$ cat config.mk
export PLATFORM = sky130hd
export DESIGN_NAME = seq_counter
export DESIGN_NICKNAME = d
export VERILOG_FILES = /design/src/rtl/seq_counter.sv
export SDC_FILE = /design/constraint.sdc
export NUM_CORES = 1
export LEC_CHECK = 0
export ABC_AREA = 0
export BUFFER_PORTS_ARGS = -buffer_cell sky130_fd_sc_hd__buf_2
export CELL_PAD_IN_SITES_DETAIL_PLACEMENT = 1
export CELL_PAD_IN_SITES_GLOBAL_PLACEMENT = 2
export CORE_MARGIN = 5
export CORE_UTILIZATION = 30
export DETAILED_ROUTE_END_ITERATION = 7
export PLACE_DENSITY = 0.82
export SLEW_MARGIN = 20
export SYNTH_ARGS = -nofsm -noshare
export SYNTH_HDL_FRONTEND = slang
export SYNTH_SLANG_ARGS = --single-unit
$ cat constraint.sdc
create_clock -name clk -period 1.5 [get_ports clk]
set_input_delay 0.3 -clock clk [delete_from_list [all_inputs] [get_ports clk]]
set_output_delay 0.3 -clock clk [all_outputs]
set_load 0.1 [all_outputs]
$ cat src/rtl/seq_counter.sv
// T-state sequence counter for the CPU control path: steps the 3-bit T index
// through RUN, holds it across memory WAIT stalls, and halts at instruction boundaries.
module seq_counter #(
  parameter int CNT_W    = 3,
  parameter int LAST_T   = 7,
  parameter int WAIT_MAX = 15
) (
  input  logic             clk,
  input  logic             rst_n,
  input  logic             start,
  input  logic             halt_req,
  input  logic             sc_clr,
  input  logic             mem_req,
  input  logic             mem_ready,
  output logic [CNT_W-1:0] sc,
  output logic             running,
  output logic             stalled,
  output logic             timeout
);

  localparam int WAIT_W = $clog2(WAIT_MAX + 1);
  localparam logic [CNT_W-1:0]  LAST_SC  = CNT_W'(LAST_T);
  localparam logic [WAIT_W-1:0] WAIT_LIM = WAIT_W'(WAIT_MAX);

  typedef enum logic [1:0] {
    S_HALTED = 2'd0,
    S_RUN    = 2'd1,
    S_WAIT   = 2'd2
  } state_t;

  state_t            state_q, state_d;
  logic [CNT_W-1:0]  sc_q, sc_d;
  logic [WAIT_W-1:0] wait_cnt_q, wait_cnt_d;
  logic              halt_pend_q, halt_pend_d;
  logic              timeout_q, timeout_d;
  logic              running_q, stalled_q;

  logic              at_wrap;
  logic              halt_now;
  logic [CNT_W-1:0]  sc_inc;

  // Explicit wrap compare keeps sc inside 0..LAST_T even when LAST_T < 2**CNT_W-1.
  assign at_wrap  = (sc_q == LAST_SC);
  assign sc_inc   = at_wrap ? '0 : sc_q + CNT_W'(1);
  assign halt_now = halt_pend_q | halt_req;

  always_comb begin
    // NOTE: every signal gets a default first so no path leaves one unassigned,
    // which would otherwise infer a latch.
    state_d     = state_q;
    sc_d        = sc_q;
    wait_cnt_d  = wait_cnt_q;
    halt_pend_d = halt_pend_q;
    timeout_d   = timeout_q;

    unique case (state_q)
      S_HALTED: begin
        sc_d       = '0;
        wait_cnt_d = '0;
        if (start) begin
          state_d     = S_RUN;
          timeout_d   = 1'b0;
          halt_pend_d = 1'b0;
        end
      end

      S_RUN: begin
        if (sc_clr) begin
          sc_d = '0;
          if (halt_now) begin
            state_d     = S_HALTED;
            halt_pend_d = 1'b0;
          end
        end else if (mem_req && !mem_ready) begin
          state_d     = S_WAIT;
          wait_cnt_d  = WAIT_W'(1);
          halt_pend_d = halt_now;
        end else begin
          sc_d = sc_inc;
          if (at_wrap && halt_now) begin
            state_d     = S_HALTED;
            halt_pend_d = 1'b0;
          end else begin
            halt_pend_d = halt_now;
          end
        end
      end

      S_WAIT: begin
        if (sc_clr) begin
          sc_d       = '0;
          wait_cnt_d = '0;
          if (halt_now) begin
            state_d     = S_HALTED;
            halt_pend_d = 1'b0;
          end else begin
            state_d = S_RUN;
          end
        end else if (mem_ready) begin
          // Transfer completes this cycle: advance immediately, no bubble.
          sc_d       = sc_inc;
          wait_cnt_d = '0;
          if (at_wrap && halt_now) begin
            state_d     = S_HALTED;
            halt_pend_d = 1'b0;
          end else begin
            state_d     = S_RUN;
            halt_pend_d = halt_now;
          end
        end else if (wait_cnt_q == WAIT_LIM) begin
          state_d     = S_HALTED;
          sc_d        = '0;
          wait_cnt_d  = '0;
          timeout_d   = 1'b1;
          halt_pend_d = 1'b0;
        end else begin
          wait_cnt_d  = wait_cnt_q + WAIT_W'(1);
          halt_pend_d = halt_now;
        end
      end

      default: begin
        state_d     = S_HALTED;
        sc_d        = '0;
        wait_cnt_d  = '0;
        halt_pend_d = 1'b0;
      end
    endcase
  end

  always_ff @(posedge clk or negedge rst_n) begin
    if (!rst_n) begin
      state_q     <= S_HALTED;
      sc_q        <= '0;
      wait_cnt_q  <= '0;
      halt_pend_q <= 1'b0;
      timeout_q   <= 1'b0;
      running_q   <= 1'b0;
      stalled_q   <= 1'b0;
    end else begin
      // NOTE: non-blocking assignments so every flop samples pre-edge values.
      state_q     <= state_d;
      sc_q        <= sc_d;
      wait_cnt_q  <= wait_cnt_d;
      halt_pend_q <= halt_pend_d;
      timeout_q   <= timeout_d;
      running_q   <= (state_d != S_HALTED);
      stalled_q   <= (state_d == S_WAIT);
    end
  end

  assign sc      = sc_q;
  assign running = running_q;
  assign stalled = stalled_q;
  assign timeout = timeout_q;

endmodule

==> results.md <==
- The critical path class is register to register.
- The number of antenna-violating nets in the routed design is 0.
- The worst hold margin is 369 ps.
- The number of cells on the worst reg-to-reg path is 6.
- The largest driver fanout on the critical path is 4.
- For the pin with the worst max-slew slack, the measured transition is 488 ps.
- The total of flip-flops plus latches after synthesis is 13.
- The data required time of the worst path is ~1700 ps.
- The tightest slew margin relative to the limit is 0.677.
- The part of the total power dissipated in sequential elements is 0.261.
- Based on the critical path, the design can be clocked at up to around 640 MHz.
- The number of nets at the end of the flow is 141.
- Cell internal power was estimated by the tool at around 1.1 mW.
- Data on the critical path arrives at its endpoint at 1730 ps.
- Leaving out fill and tap cells, the most frequent cell in the layout is buf_4.
- Of the total power, the share spent switching nets is 0.438.
- The number of CTS-inserted buffers is 3.
- The share of total power dissipated in the clock network is 0.121.
- Summed over all nets, the switching power comes to 820 uW.
- The floorplan has 19 rows.
- The average cell area after synthesis is 9.48 um^2.
- The library cell occupying the most area in the post-synthesis netlist is dfrtp_1.
- The initial antenna violation count is 0.
- The detailed router put a total of 1.02 mm of wire on met1.
- From synthesis to final layout, the design area changed by 51.6%.
- The proportion of power drawn by combinational gates is 0.619.
- The mapped netlist covers 843 um^2.
- The final hold violation count is 0.
- The width of the die is 63.0 um.
- Of the cells placed in the final design, the portion with a size suffix greater than 1 is 0.500.
- Summed over all nets, wire length on met2 after detailed routing comes to about 1.3 mm.
- After detailed routing, the number of vias per cell comes to 5.14.
- The number of H-tree branching levels is 1.
- The later pin in the worst-skew pair is clocked with a latency of 280 ps.
- Detailed routing inserted a total of 807 vias.
- The total setup violations reported at the end of the flow is 2.
- The number of synthesis warnings is 0.
- Wires add up to 2.42 mm.
- When the netlist entered floorplanning its net count stood at a little over 100.
- The die is ~63 um tall.
- For this design the static power due to leakage is roughly 0.54 nW.
- 13 I/O pins were placed.
- The highest layer touched by signal routing is met4.
- The clock skew after layout is 6.41 ps.
- For this configuration, the core starts out at a cell density of 0.308.
- Routability-driven placement finished with a final weighted congestion of 0.733.
- 0 antenna diodes ended up in the layout.
- The total global routing overflow is 0.
- The first TritonRoute pass finished after 3 iterations.
- Of the synthesized area, sequential elements account for 0.386.
- Across all setup checks in the final design, the least slack found is -62.2 ps.
- The highest ir drop seen on vdd is 1010 uV.
- The clock root buffer is clkbuf_4.
- The clock transition time at the flip-flop clock pins of the worst setup and hold paths is 80 ps.
- The largest net degree at the start of global routing is 14.
- The top cell type's share of synthesized area is 0.386.
- The filler cells instantiated in the layout total 310.
- The final-report max-slew violation count is 0.
- The detailed-route wire length per cell is roughly 15 um.
- The met3 wirelength from detailed routing is 68 um.
- The number of violations of the max-capacitance limit is 0.
- The clock passes through at most 2 buffers.
- The worst setup path is launched from a register.
- The first routing iteration left 10 violations.
- Measured on the finished design, the core utilization comes to 0.468.
- Yosys attributes the largest share of cell area to dfrtp_1, ha_1, nand3_1.
- The die covers 0.00397 mm^2.
- The wire length of the first global-routing pass is 4.10 mm.
- TritonCTS built the clock tree.
- Of the available clock period, the critical path in the final layout requires 1.04.
- The count of unique library cells instantiated by Yosys is 29.
- The final reports fail on negative setup slack.
- The areal power density over the cells is about 1500 mW/mm^2.
- For this run, design rule violations remaining after detail routing come to 0.
- The number of cells on the worst hold path is 4.
- The run finished, with violations left.
- The path class of the tightest hold or removal check is primary input to register.
- The core region area is about 0.0027 mm^2.
- The detailed placement HPWL is 1.85 mm.
- The number of global-route vias before repair is between 800 and 900.
- The number of clock sinks seen by CTS is 13.
- The overall fraction of global-route tracks in use is 0.131.
- The kind of end point of the critical path is a register.
- During placement, the flow inserted port buffers numbering 12.
- The time the final worst path needs with I/O delays and setup is 1560 ps.
- Setup repair after global routing could not meet its margin everywhere.
- Leaving out fill and tap cells, the most frequent cells in the layout are buf_4, buf_2, dfrtp_1.
- The gate count after technology mapping is 89.
## timing repair
item                                    in CTS  in global routing
pin swaps                                    5                  5
gates resized for setup                      8                 10
setup buffers                                1                  4
hold buffers                                 1                  0
endpoints found under the hold margin       13                  0
endpoints found under the setup margin       7                 11
## final cells by class
cell class                      instances  area (um^2)  share of cell area
Multi-Input combinational cell         66          579               0.453
Tap cell                               31         38.8              0.0303
Sequential cell                        13          335               0.262
Timing Repair Buffer                   34          265               0.207
Inverter                                9         33.8              0.0264
Clock buffer                            4         26.3              0.0205
## state kept, by name, indices dropped and copies added (netlist names)
signal and cells:
state_q 2, timeout 1, halt_pend_q 1, sc 3, stalled 1, wait_cnt_q 4, running 1
## synthesized netlist by cell type
cell type	instances
a21oi_1	5
a221oi_1	1
a31o_4	1
a31oi_1	2
a31oi_4	1
a32o_1	1
and2_1	1
and3_1	1
and4bb_4	1
buf_6	1
dfrtp_1	13
ha_1	7
inv_1	9
mux2_2	1
nand2_1	7
nand2b_1	1
nand2b_2	1
nand3_1	7
nand3_2	1
nor2_1	6
nor2_2	1
nor2b_1	4
nor3b_2	2
o2111ai_1	1
o21ai_0	4
o21ai_1	5
o221a_1	1
o22ai_1	2
o31ai_1	1
## metal layers
metal,vias to the layer above,track usage
met1,400,0.144
met2,11,0.241
met4,0,0.0477
met5,-,0
met3,4,0.0270
li1,392,-
## per-stage QoR
step           total power, mW  setup WS (ps)  area (um^2)  setup TNS (ps)  std cells
3_3_place_gp              1.40          -56.0         1120            -100        147
5_1_grt                   2.00           -163         1280            -351        157
4_1_cts                   1.75          -70.3         1200           -95.9        153
2_1_floorplan             1.04           -199          883            -564         89
3_5_place_dp              1.44           -100         1120            -316        147
6_report                  1.87          -62.2         1280           -87.8        157
## worst max-delay path, stage by stage (launching register included)
cell	delay, ps
dfrtp_4	490
ha_4	170
ha_4	170
o22ai_4	100
nand2_1	80
o221a_1	270
nor3b_2	160
## cell families (layout without fill, tap and decap cells)
| group | after synthesis | count (layout) | synth area share |
|---|---|---|---|
| flops | 13 | 13 | 0.386 |
| simple gates | 33 | 33 | 0.230 |
| mux | 1 | 1 | 0.0134 |
| buf+inv | 10 | 47 | 0.0534 |
| compound gates | 25 | 25 | 0.214 |
| fa+ha+maj | 7 | 7 | 0.104 |
## power groups by stage
stage | clock, mW | combinational (mW) | sequential, mW
6_report | 0.226 | 1.16 | 0.488
5_1_grt | 0.257 | 1.26 | 0.490
4_1_cts | 0.239 | 1.03 | 0.478
3_5_place_dp | 0 | 0.969 | 0.474
3_3_place_gp | 0 | 0.937 | 0.468
2_1_floorplan | 0 | 0.354 | 0.690
## path summary, 6_finish.rpt
check	startpoint	to	slack, ps
setup / recovery	sc[0]	stalled	-60
hold / removal	start	timeout	370
setup reg to reg	sc[0]	stalled	-60
hold reg to reg	timeout	timeout	560
max in group asynchronous	rst_n	sc[0]	770
min in group asynchronous	rst_n	wait_cnt_q[3]	440
(Power assumes the default switching activity.)
